<file path="src/rtl/othello_pkg.sv">
// Shared constants and types for the Othello board drawing path.
// Select codes, colours, board geometry defaults and the scheduler FSM state.
package othello_pkg;

  localparam int CELL_DEF = 12;
  localparam int X0_DEF   = 32;
  localparam int Y0_DEF   = 12;

  localparam logic [1:0] SEL_EMPTY  = 2'b00;
  localparam logic [1:0] SEL_BLACK  = 2'b01;
  localparam logic [1:0] SEL_WHITE  = 2'b10;
  localparam logic [1:0] SEL_CURSOR = 2'b11;

  localparam logic [2:0] COL_GREEN  = 3'b010;
  localparam logic [2:0] COL_BLACK  = 3'b000;
  localparam logic [2:0] COL_WHITE  = 3'b111;
  localparam logic [2:0] COL_YELLOW = 3'b110;

  typedef enum logic [1:0] {
    ST_IDLE = 2'd0,
    ST_DRAW = 2'd1,
    ST_DONE = 2'd2
  } state_t;

  function automatic logic [2:0] sel_colour(
    input logic [1:0] sel
  );
    logic [2:0] c;
    c = COL_GREEN;
    case (sel)
      SEL_BLACK:  c = COL_BLACK;
      SEL_WHITE:  c = COL_WHITE;
      SEL_CURSOR: c = COL_YELLOW;
      default:    c = COL_GREEN;
    endcase
    return c;
  endfunction

endpackage

</file>
<file path="src/rtl/cell_raster_counter.sv">
// Row-major col/row scan over one CELL x CELL square.
// Ports: clock, resetn, i_clr, i_en -> o_col, o_row, o_last.
module cell_raster_counter #(
  parameter  int CELL = 12,
  localparam int CW   = (CELL > 1) ? $clog2(CELL) : 1
) (
  input  logic          clock,
  input  logic          resetn,
  input  logic          i_clr,
  input  logic          i_en,
  output logic [CW-1:0] o_col,
  output logic [CW-1:0] o_row,
  output logic          o_last
);

  localparam logic [CW-1:0] MAX = CW'(CELL - 1);

  logic [CW-1:0] r_col;
  logic [CW-1:0] r_row;

  always_ff @(posedge clock or negedge resetn) begin
    if (!resetn) begin
      r_col <= '0;
      r_row <= '0;
    end else if (i_clr) begin
      r_col <= '0;
      r_row <= '0;
    end else if (i_en) begin
      if (r_col == MAX) begin
        r_col <= '0;
        r_row <= (r_row == MAX) ? '0 : r_row + 1'b1;
      end else begin
        r_col <= r_col + 1'b1;
      end
    end
  end

  assign o_col  = r_col;
  assign o_row  = r_row;
  assign o_last = (r_col == MAX) && (r_row == MAX);

endmodule

</file>
<file path="src/rtl/cell_plot_scheduler.sv">
// Round-robin share of the VGA plot port between cursor (0) and redraw (1).
// Ports: req/cell_x*/cell_y*/select* in; gnt, ack, busy, plot, x_out, y_out, colour out.
module cell_plot_scheduler
  import othello_pkg::*;
#(
  parameter int CELL = CELL_DEF,
  parameter int X0   = X0_DEF,
  parameter int Y0   = Y0_DEF
) (
  input  logic       clock,
  input  logic       resetn,
  input  logic [1:0] req,
  input  logic [2:0] cell_x0,
  input  logic [2:0] cell_y0,
  input  logic [2:0] cell_x1,
  input  logic [2:0] cell_y1,
  input  logic [1:0] select0,
  input  logic [1:0] select1,
  output logic [1:0] gnt,
  output logic [1:0] ack,
  output logic       busy,
  output logic       plot,
  output logic [7:0] x_out,
  output logic [6:0] y_out,
  output logic [2:0] colour
);

  localparam int CW = (CELL > 1) ? $clog2(CELL) : 1;
  localparam logic [CW-1:0] MAX = CW'(CELL - 1);

  state_t     r_state;
  logic       r_last;
  logic       r_w;
  logic [2:0] r_cx;
  logic [2:0] r_cy;
  logic [1:0] r_sel;
  logic [1:0] r_gnt;
  logic [1:0] r_ack;
  logic       r_plot;
  logic [7:0] r_x;
  logic [6:0] r_y;
  logic [2:0] r_colour;

  logic [CW-1:0] w_col;
  logic [CW-1:0] w_row;
  logic          w_last;
  logic          w_clr;
  logic          w_en;
  logic          w_win;
  logic          w_edge;
  logic          w_pix_on;
  logic [7:0]    w_x;
  logic [6:0]    w_y;

  assign w_clr = (r_state == ST_IDLE);
  assign w_en  = (r_state == ST_DRAW);

  cell_raster_counter #(
    .CELL (CELL)
  ) u_cnt (
    .clock  (clock),
    .resetn (resetn),
    .i_clr  (w_clr),
    .i_en   (w_en),
    .o_col  (w_col),
    .o_row  (w_row),
    .o_last (w_last)
  );

  // On a tie the requester not served last wins.
  assign w_win = (req == 2'b11) ? ~r_last : req[1];

  // y is formed at 7 bits, which equals the 8-bit sum truncated.
  assign w_x = 8'(X0) + 8'(r_cx) * 8'(CELL) + 8'(w_col);
  assign w_y = 7'(Y0) + 7'(r_cy) * 7'(CELL) + 7'(w_row);

  assign w_edge = (w_col == '0) || (w_col == MAX) ||
                  (w_row == '0) || (w_row == MAX);
  assign w_pix_on = (r_sel != SEL_CURSOR) || w_edge;

  always_ff @(posedge clock or negedge resetn) begin
    if (!resetn) begin
      r_state  <= ST_IDLE;
      r_last   <= 1'b1;
      r_w      <= 1'b0;
      r_cx     <= '0;
      r_cy     <= '0;
      r_sel    <= '0;
      r_gnt    <= '0;
      r_ack    <= '0;
      r_plot   <= 1'b0;
      r_x      <= '0;
      r_y      <= '0;
      r_colour <= '0;
    end else begin
      unique case (r_state)
        ST_IDLE: begin
          r_ack  <= '0;
          r_plot <= 1'b0;
          if (req != 2'b00) begin
            r_w     <= w_win;
            r_cx    <= w_win ? cell_x1 : cell_x0;
            r_cy    <= w_win ? cell_y1 : cell_y0;
            r_sel   <= w_win ? select1 : select0;
            r_gnt   <= {w_win, ~w_win};
            r_state <= ST_DRAW;
          end
        end
        ST_DRAW: begin
          r_plot   <= w_pix_on;
          r_x      <= w_x;
          r_y      <= w_y;
          r_colour <= sel_colour(r_sel);
          if (w_last) r_state <= ST_DONE;
        end
        ST_DONE: begin
          r_plot  <= 1'b0;
          r_gnt   <= '0;
          r_ack   <= {r_w, ~r_w};
          r_last  <= r_w;
          r_state <= ST_IDLE;
        end
        default: r_state <= ST_IDLE;
      endcase
    end
  end

  assign gnt    = r_gnt;
  assign ack    = r_ack;
  assign busy   = (r_state != ST_IDLE);
  assign plot   = r_plot;
  assign x_out  = r_x;
  assign y_out  = r_y;
  assign colour = r_colour;

endmodule

</file>
<file path="config.mk">
export PLATFORM = sky130hd
export DESIGN_NAME = cell_plot_scheduler
export DESIGN_NICKNAME = d
export VERILOG_FILES = /design/src/rtl/othello_pkg.sv /design/src/rtl/cell_raster_counter.sv /design/src/rtl/cell_plot_scheduler.sv
export SDC_FILE = /design/constraint.sdc
export NUM_CORES = 1
export LEC_CHECK = 0
export BUFFER_PORTS_ARGS = -buffer_cell sky130_fd_sc_hd__clkbuf_2
export CAP_MARGIN = 5
export CORE_UTILIZATION = 43
export CTS_CLUSTER_DIAMETER = 80
export DETAILED_ROUTE_END_ITERATION = 10
export PLACE_DENSITY = 0.74
export REMOVE_ABC_BUFFERS = 1
export SLEW_MARGIN = 10
export SYNTH_ARGS = -nofsm -noshare
export SYNTH_HDL_FRONTEND = slang
export SYNTH_SLANG_ARGS = --single-unit
</file>
<file path="constraint.sdc">
create_clock -name clock -period 2.7 [get_ports clock]
set_input_delay 0.405 -clock clock [delete_from_list [all_inputs] [get_ports clock]]
set_output_delay 0.405 -clock clock [all_outputs]
set_load 0.01 [all_outputs]
</file>
==> metrics.cfg, run 1 <==
[global_routing]
first_global_vias = 1603
grt_pass1_wl_mm = 7.27
grt-ovfl-total = 0
grt_start_max_net_pins = 44
grt_usage_pct = 17.6
antenna_found_initial = 0

[detailed_routing]
antenna_left = 0
vias_per_cell = 5.03
num_vias = 1732
drt_iter0_markers = 84
top_layer = met4
wl_mm = 4.36
drc = 0
dr.pass1.iters = 4
dr_wl_met2_mm = 2.03
wl_met1_mm = 2.01
wl_per_cell_um = 12.7
wl_met3_um = 216

[floorplan]
die_y_um = 74.5
num_rows = 26
dieArea_um2 = 5550
io_pins = 44
core_area_um2 = 5070
dieWidth_um = 74.5
initial_core_util_pct = 44.6

[synthesis]
synthTopCellsByCount = dfrtp_1, nand2_1, inv_1
synth-main-ff-cell = dfrtp_1
synth_top_area_share_pct = 46.5
synth_most_common_cell = dfrtp_1
syn_area_um2 = 2260
post_synth.cell_area_avg_um2 = 10.0
ys_seq_elements = 43
synth_warnings = 0
syn_inst = 226
yosys.area.top_type = dfrtp_1
synth_edf_count = 0
async_flop_share_pct = 100
synthDistinctLibCells = 36
synthTopCellsByArea = dfrtp_1, ha_1, nand2_1
yosysSeqAreaShare_pct = 47.6

[sta]
final-setup-viol-count = 0
finalSetupTns_ns = 0
rsz0062_at_grt = no
clock_skew_ns = 0.00592
worst_pin_slew_ns = 0.804
max_slew_margin_pct = 46.4
post-route-period-util_pct = 77.3
max_freq_mhz = 479
finalHoldViolCount = 0
layout_min_cycle_time_ns = 2.09
finalMaxSlewViolations = 0

[setup_path]
ff2ff_setup_slack_ns = 0.61
end_kind = register
crit_fanout = 4
cp.required_ns = 2.92
startpoint_type = register
slowest_delay_ns = 0.47
cp_slowest_cell = fa_1
r2r_start = r_cy[1]
worstReg2RegEnd = y_out[6]
crit_chain = ha_1, inv_1, fa_1, inv_1, ha_1, a21oi_1, nor2_1, xor2_1, o21ai_0
reg2regPathDepth = 9
crit_type = reg -> reg
arrival_ns = 2.30

[placed_design]
hpwlAfterDp_mm = 3.18
io_buffers = 43
gp_congestion = 0.817

[clock_tree]
post_cts_resized = 0
cts-hold-fix-buffers = 0
clock-root-buffer = clkbuf_8
post_cts_buffers = 0
clk_pin_slew_ns = 0.08
clockBufferDepth = 2
htreeDepth = 2
cts_tree = yes
clock_latency_ns = 0.30
cts-buffers-inserted = 5
cts.sinks = 43

[run_status]
status = completed

[final_layout]
nFillCells = 496
antenna_cells = 0
multi_input_area_um2 = 1040
drive_gt1_share_pct = 22.6
register_area_um2 = 1080
fin_nets = 313
syn_to_final_growth_pct = 18.3

[pwr]
powerDensity_nw_per_um2 = 543
ir_worst_vdd_mv = 0.274
power.total_w = 0.00145
p_leak_nw = 1.36

[flow_run]
max_cap_violations = 0

[hold_path]
hp-class = in -> async

## cell type report
type                            count  area share, %
Inverter                           25           3.51
Multi-Input combinational cell    149           38.8
Clock buffer                        6           3.09
Clock inverter                      2           1.31
Timing Repair Buffer               49           9.73
Tap cell                           70           3.27
Sequential cell                    43           40.3
## how the worst max path moves through the flow
stage	start	endpoint	cells after the start
2_1_floorplan	r_cy[1]	y_out[6]	9
3_3_place_gp	r_cy[1]	y_out[6]	9
3_5_place_dp	r_cy[1]	y_out[6]	9
4_1_cts	r_cy[1]	y_out[6]	9
5_1_grt	r_cy[1]	y_out[6]	9
6_report	r_cy[1]	y_out[6]	9
## kinds of logic (layout without fill, tap and decap cells)
group / Yosys count / count (layout) / share of synthesized area (%)
AO/OA/AOI/OAI: 62 / 62 / 18.4
XOR/XNOR: 7 / 7 / 2.71
flip-flops: 43 / 43 / 47.6
multiplexers: 3 / 3 / 1.38
buffers and inverters: 34 / 82 / 6.42
adder cells (fa/ha/maj): 20 / 20 / 12.4
AND/OR/NAND/NOR: 57 / 57 / 11.0
## worst max-delay path, delay by kind of cell (launching register included)
family / cells / cell delay, ns
compound gates: 2 / 0.29
xor+xnor: 1 / 0.16
fa+ha+maj: 3 / 0.96
buf+inv: 2 / 0.12
flops: 1 / 0.41
simple gates: 1 / 0.06
## stage by stage
step / setup slack (ns) / hold slack, ns / cell area (um^2) / instances / utilization, %
6_report: 0.613 / 0.167 / 2680 / 344 / 52.7
5_1_grt: 0.454 / 0.218 / 2680 / 344 / 52.7
4_1_cts: 0.632 / 0.188 / 2680 / 344 / 52.7
3_5_place_dp: 0.642 / 0.470 / 2560 / 336 / 50.4
3_3_place_gp: 0.716 / 0.459 / 2560 / 336 / 50.4
2_1_floorplan: 0.772 / 0.109 / 2210 / 217 / -
## where the power goes
group / leakage (nW) / total, W / switching [W] / internal (W)
combinational: 0.768 / 0.000204 / 0.000110 / 0.0000935
clock: 0.0612 / 0.000526 / 0.000226 / 0.000299
sequential: 0.527 / 0.000722 / 0.0000324 / 0.000690
total: 1.36 / 0.00145 / 0.000369 / 0.00108
## layout by cell type, fill, tap and decap left out
master / Yosys / routed
clkbuf_8: 0 / 6
nor2_1: 9 / 9
o31ai_1: 4 / 4
nand2_1: 32 / 32
a21o_1: 9 / 9
a21bo_2: 1 / 1
nor2b_1: 2 / 2
o22ai_1: 2 / 2
fa_1: 4 / 4
a2bb2oi_1: 1 / 1
o211ai_1: 1 / 1
mux2i_1: 2 / 2
dfrtp_1: 42 / 42
clkinv_2: 0 / 1
bufinv_16: 0 / 1
ha_1: 16 / 16
dfstp_2: 1 / 1
a31oi_1: 1 / 1
inv_1: 25 / 25
or2_2: 1 / 1
a211oi_1: 1 / 1
or2_1: 1 / 1
and3b_1: 1 / 1
xnor2_1: 2 / 2
a22o_1: 13 / 13
o21ai_0: 20 / 20
a31o_2: 1 / 1
and3_1: 1 / 1
a21oi_1: 7 / 7
nand2b_1: 4 / 4
nand3_1: 5 / 5
xor2_1: 5 / 5
a211o_1: 1 / 1
nor3_1: 1 / 1
buf_4: 0 / 6
mux2_2: 1 / 1
clkbuf_2: 1 / 43
## sequential cells by signal (all words and copies together), names as in the netlist
| signal | count |
|---|---|
| r_sel | 2 |
| r_cy | 3 |
| r_state | 2 |
| y_out | 7 |
| r_last | 1 |
| colour | 3 |
| ack | 2 |
| r_cx | 3 |
| r_w | 1 |
| plot | 1 |
| gnt | 2 |
| u_cnt.o_col | 4 |
| x_out | 8 |
| u_cnt.o_row | 4 |
## per-layer routing
metal	GRT usage (%)	up-vias
met5	0	-
met4	8.81	0
met3	3.12	9
met2	28.7	52
met1	22.5	815
li1	-	856
Note: power is estimated with default switching activity, not from simulation.
==> run 2, diff against run 1 <==
==> constraint.sdc (replaced) <==
create_clock -name clock -period 2.1 [get_ports clock]
set_input_delay 0.315 -clock clock [delete_from_list [all_inputs] [get_ports clock]]
set_output_delay 0.315 -clock clock [all_outputs]
set_load 0.01 [all_outputs]
==> run 2 against run 1 <==
Net effect:
- total power increased by 29%
- global-route usage down 0.27 points
- worst setup slack worse by 0.50 ns
- die area did not move
- combinational power up 36%
- count of clock-buffer cells in the layout is the same
- via count fell by 1.7%
- highest routed layer unchanged
- first-iteration DRC count is 21% higher
- register-to-register slack worse by 0.50 ns
- non-clock buffer count grew 1
- utilization increased by 0.37 points
- largest cell class unchanged
- critical endpoint unchanged
- fmax rose by 5.1%
==> metrics.cfg, run 2 (synthesized netlist as in run 1, its figures left out) <==
[floorplan]
dieWidth_um = 74.5  ; unchanged
die_y_um = 74.5  ; unchanged
io_pins = 44  ; unchanged
core_area_um2 = 5070  ; unchanged
dieArea_um2 = 5550  ; unchanged
num_rows = 26  ; unchanged
initial_core_util_pct = 44.6  ; unchanged

[detailed_routing]
dr.pass1.iters = 4  ; unchanged
num_vias = 1702  ; was 1732
wl_mm = 4.26  ; was 4.36 mm
vias_per_cell = 4.93  ; was 5.03
drc = 0  ; unchanged
drt_iter0_markers = 102  ; was 84
antenna_left = 0  ; unchanged
wl_per_cell_um = 12.4  ; was 12.7 um

[setup_path]
crit_chain = ha_2, inv_1, fa_1, inv_1, ha_1, a21oi_2, nor2_1, xor2_1, o21ai_1  ; was ha_1, inv_1, fa_1, inv_1, ha_1, a21oi_1, nor2_1, xor2_1, o21ai_0
r2r_start = r_cy[1]  ; unchanged
slowest_delay_ns = 0.47  ; about the same
cp_slowest_cell = fa_1  ; unchanged
cp_num_buf_inv = 2  ; unchanged
crit_type = reg -> reg  ; unchanged
startpoint_type = register  ; unchanged
end_kind = register  ; unchanged
path_common_cell = inv_1
cp.required_ns = 2.26  ; was 2.92 ns
crit_fanout = 4  ; unchanged
arrival_ns = 2.14  ; was 2.30 ns
startpoint = r_cy[1]  ; unchanged
cp_top_family = adder cells  ; unchanged

[placed_design]
gp_congestion = 0.801  ; was 0.817
dp_slack_ns = 0.0648  ; was 0.642 ns
io_buffers = 43  ; unchanged
hpwlAfterDp_mm = 3.19  ; was 3.18 mm

[pwr]
p_leak_nw = 1.36  ; about the same
ir_worst_vdd_mv = 0.294  ; was 0.274 mV
powerDensity_nw_per_um2 = 693  ; was 543 nW/um^2

[sta]
finalMaxSlewViolations = 0  ; unchanged
max_slew_margin_pct = 61.0  ; was 46.4%
clock_skew_ns = 0.00557  ; was 0.00592 ns
finalSetupTns_ns = 0  ; unchanged
finalWorstSetupSlack_ns = 0.115  ; was 0.613 ns
worst_pin_slew_ns = 0.585  ; was 0.804 ns
max_freq_mhz = 504  ; was 479 MHz
post-route-period-util_pct = 94.5  ; was 77.3%
layout_min_cycle_time_ns = 1.98  ; was 2.09 ns
finalHoldViolCount = 0  ; unchanged
final-setup-viol-count = 0  ; unchanged
rsz0062_at_grt = no  ; unchanged

[clock_tree]
clk_pin_slew_ns = 0.08  ; about the same
cts_tree = yes  ; unchanged
clockBufferDepth = 2  ; unchanged
cts.sinks = 43  ; unchanged
cts-hold-fix-buffers = 0  ; unchanged
clock-root-buffer = clkbuf_8  ; unchanged
htreeDepth = 2  ; unchanged
cts-buffers-inserted = 5  ; unchanged
clock_latency_ns = 0.29  ; was 0.30 ns

[final_layout]
syn_to_final_growth_pct = 19.1  ; was 18.3%
fin_nets = 314  ; was 313
final_common_cell = clkbuf_2  ; unchanged
final_cell_mix = clkbuf_2, dfrtp_1, nand2_1  ; unchanged
antenna_cells = 0  ; unchanged
drive_gt1_share_pct = 24.4  ; was 22.6%
largest_reg_flops = 8  ; unchanged

[global_routing]
grt_start_max_net_pins = 44  ; unchanged
grt-ovfl-total = 0  ; unchanged
antenna_found_initial = 0  ; unchanged
grt_pass1_wl_mm = 7.09  ; was 7.27 mm
grt_usage_pct = 17.3  ; was 17.6%
first_global_vias = 1571  ; was 1603

[flow_run]
max_cap_violations = 0  ; unchanged

[hold_path]
hp-class = in -> async  ; unchanged

[run_status]
status = completed  ; unchanged

run 2: final timing paths:
path | to | slack (ns) | cells after the start
worst max register to register | y_out[6] | 0.12 | 9
min in group clock | r_cx[2] | 0.22 | 2
worst min-delay path | colour[2] | 0.09 | 2
max in group asynchronous | y_out[5] | 1.64 | 2
worst max-delay path | y_out[6] | 0.12 | 9
worst min register to register | x_out[2] | 0.47 | 2
run 2: metal layers:
| metal | GRT usage [%] | vias up | wire (um) |
|---|---|---|---|
| met3 | 4.61 | 4 | 170 |
| met4 | 7.55 | 0 | 42 |
| met5 | 0 | - | 0 |
| met1 | 23.2 | 801 | 2130 |
| li1 | - | 856 | - |
| met2 | 26.4 | 41 | 1930 |
run 2: through the flow:
step                      std cells  util (%)  instance area [um^2]  hold slack, ns  total power [W]
final                           345      53.1                  2690          0.0869          0.00187
after global routing            345      53.1                  2690           0.131          0.00196
after floorplan                 217         -                  2210          0.0194          0.00109
after detailed placement        336      50.4                  2560           0.422          0.00121
after global placement          336      50.4                  2560           0.418          0.00120
after CTS                       344      52.7                  2680           0.101          0.00188
run 2: cell type report:
type | instances | area (um^2)
fillers | 482 | 2380
well taps | 70 | 87.6
multi-input cells | 149 | 1050
inverters | 25 | 93.8
flip-flops and latches | 43 | 1080
clock inverters | 2 | 35.0
clock buffers | 6 | 82.6
repair buffers | 50 | 268
run 2: repair_timing:
action / in CTS / in global routing
setup endpoints to repair: 0 / 2
hold endpoints to repair: 0 / 0
buffers inserted: 0 / 1
resized for setup: 0 / 6
run 2: power by group:
group / switching (W) / internal [W] / total [W]
Clock: 0.000280 / 0.000385 / 0.000665
Sequential: 0.0000394 / 0.000887 / 0.000926
Combinational: 0.000149 / 0.000129 / 0.000277
Total: 0.000468 / 0.00140 / 0.00187
==> run 3, diff against run 2 <==
--- a/config.mk
+++ b/config.mk
@@ -10,7 +10,7 @@
 export CORE_UTILIZATION = 43
 export CTS_CLUSTER_DIAMETER = 80
 export DETAILED_ROUTE_END_ITERATION = 10
-export PLACE_DENSITY = 0.74
+export PLACE_DENSITY = 0.76
 export REMOVE_ABC_BUFFERS = 1
 export SLEW_MARGIN = 10
 export SYNTH_ARGS = -nofsm -noshare
==> constraint.sdc (replaced) <==
create_clock -name clock -period 1.7 [get_ports clock]
set_input_delay 0.255 -clock clock [delete_from_list [all_inputs] [get_ports clock]]
set_output_delay 0.255 -clock clock [all_outputs]
set_load 0.01 [all_outputs]
==> run 3 against run 2 <==
Net effect:
- the run now ends with negative setup slack left
- worst hold slack better by 0.073 ns
- combinational power is 61% higher
- fmax is 0.76% higher
- clock power is 12% lower
- register-to-register slack worse by 0.39 ns
- sequential power is 23% higher
- critical path type unchanged
- critical endpoint is now y_out[5]
- largest cell class is now multi-input gates
==> metrics.cfg, run 3 (synthesized netlist as in run 1, its figures left out) <==
[setup_path]
cp.required_ns = 1.92  ; was 2.26 ns
crit_fanout = 2  ; was 4
arrival_ns = 2.19  ; was 2.14 ns
crit_type = reg -> reg  ; unchanged
end_kind = register  ; unchanged
startpoint_type = register  ; unchanged

[detailed_routing]
wl_mm = 4.66  ; was 4.26 mm
num_vias = 1787  ; was 1702
wl_per_cell_um = 12.8  ; was 12.4 um
drc = 0  ; unchanged
drt_iter0_markers = 69  ; was 102
vias_per_cell = 4.90  ; was 4.93
antenna_left = 0  ; unchanged
dr.pass1.iters = 4  ; unchanged

[floorplan]
die_y_um = 74.5  ; unchanged
num_rows = 26  ; unchanged
initial_core_util_pct = 44.6  ; unchanged
dieWidth_um = 74.5  ; unchanged
dieArea_um2 = 5550  ; unchanged
io_pins = 44  ; unchanged
core_area_um2 = 5070  ; unchanged

[clock_tree]
clockBufferDepth = 2  ; unchanged
htreeDepth = 2  ; unchanged
clk_pin_slew_ns = 0.07  ; was 0.08 ns
cts.sinks = 43  ; unchanged
clock_latency_ns = 0.29  ; about the same
clock-root-buffer = clkbuf_8  ; unchanged
cts_tree = yes  ; unchanged
cts-buffers-inserted = 5  ; unchanged

[sta]
clock_skew_ns = 0.00666  ; was 0.00557 ns
rsz0062_at_grt = yes  ; was no
worst_pin_slew_ns = 0.506  ; was 0.585 ns
post-route-period-util_pct = 116  ; was 94.5%
max_freq_mhz = 508  ; was 504 MHz
finalWorstSetupSlack_ns = -0.270  ; was 0.115 ns
final-setup-viol-count = 3  ; was 0
max_slew_margin_pct = 66.3  ; was 61.0%
finalSetupTns_ns = -0.768  ; was 0 ns
layout_min_cycle_time_ns = 1.97  ; was 1.98 ns
finalMaxSlewViolations = 0  ; unchanged
finalHoldViolCount = 0  ; unchanged

[global_routing]
grt_pass1_wl_mm = 7.82  ; was 7.09 mm
antenna_found_initial = 0  ; unchanged
grt_usage_pct = 19.0  ; was 17.3%
first_global_vias = 1760  ; was 1571
grt-ovfl-total = 0  ; unchanged
grt_start_max_net_pins = 26  ; was 44

[final_layout]
largest_reg_flops = 8  ; unchanged
multi_input_area_um2 = 1130  ; was 1050 um^2
syn_to_final_growth_pct = 29.2  ; was 19.1%
nFillCells = 460  ; was 482
fin_nets = 336  ; was 314
register_area_um2 = 1080  ; about the same
antenna_cells = 0  ; unchanged
post-route-cell-area_um2 = 2920  ; was 2690 um^2
drive_gt1_share_pct = 33.9  ; was 24.4%
final_cell_mix = clkbuf_2, dfrtp_1, nand2_1  ; unchanged
final_common_cell = clkbuf_2  ; unchanged

[run_status]
violations = negative setup slack
status = complete, but fails checks  ; was completed

[placed_design]
io_buffers = 43  ; unchanged
hpwlAfterDp_mm = 3.39  ; was 3.19 mm
gp_congestion = 0.822  ; was 0.801
dpl_cell_area_um2 = 2710  ; was 2560 um^2

[pwr]
powerDensity_nw_per_um2 = 745  ; was 693 nW/um^2
ir_worst_vdd_mv = 0.361  ; was 0.294 mV
p_leak_nw = 1.46  ; was 1.36 nW

[hold_path]
hp-class = in -> reg  ; was in -> async

[flow_run]
max_cap_violations = 0  ; unchanged

## run 3: cell count changes in the layout (fill, tap and decap cells not counted), sizes merged
| cell | change |
|---|---|
| dlygate4sd3 | +1 |
| buf | +21 |
| clkinv | -1 |
| bufinv | -1 |
## run 3: area by class of cell
cell class	instances	share of cell area (%)
multi-input combinational	149	38.7
tap	70	3.00
clock buffer	6	2.48
timing repair buffer	72	15.6
sequential	43	36.9
inverter	25	3.30
## run 3: power breakdown
part / leakage (nW) / switching (W) / internal (W)
sequential: 0.526 / 0.0000475 / 0.00110
combinational: 0.901 / 0.000219 / 0.000229
clock: 0.0371 / 0.000312 / 0.000274
## run 3: critical path: stages (launching register included)
cell and delay, ns:
dfrtp_1 0.43, ha_4 0.28, inv_1 0.03, ha_1 0.26
inv_1 0.06, ha_4 0.17, fa_2 0.39, xor2_1 0.16
o21ai_1 0.12
## run 3: final timing paths
path                            start        to  slack [ns]  cells past startpoint
min reg2reg                  x_out[2]  x_out[2]        0.48                      2
min in group asynchronous      resetn  x_out[4]        0.47                      2
min                        select0[1]  r_sel[1]        0.16                      2
max                           r_cy[1]  y_out[5]       -0.27                      8
max reg2reg                   r_cy[1]  y_out[5]       -0.27                      8
max in group asynchronous      resetn    r_last        0.66                      3
## run 3: repair_timing
action                                 4_1_cts  5_1_grt
buffers inserted                             4        0
setup endpoints to repair                    6        8
pin swaps                                    9       10
hold buffers                                 1        0
gates resized for setup                     19       12
endpoints found under the hold margin       18        0
## run 3: through the flow
stage | utilization (%) | setup slack [ns] | total power, W | instances | hold WS [ns]
final | 57.6 | -0.270 | 0.00218 | 365 | 0.160
after global routing | 57.6 | -0.362 | 0.00231 | 365 | 0.162
after CTS | 56.9 | -0.259 | 0.00218 | 365 | 0.155
after detailed placement | 53.3 | -0.316 | 0.00153 | 354 | 0.241
after global placement | 53.3 | -0.238 | 0.00151 | 354 | 0.245
after floorplan | - | -0.228 | 0.00135 | 217 | -0.0406
## run 3: metal layers
layer  up-vias  wire [um]  track usage (%)
met5         -          0                0
met2        51       2170             29.0
met4         0         71             8.81
met3         8        245             3.93
li1        895          -                -
met1       833       2180             26.0
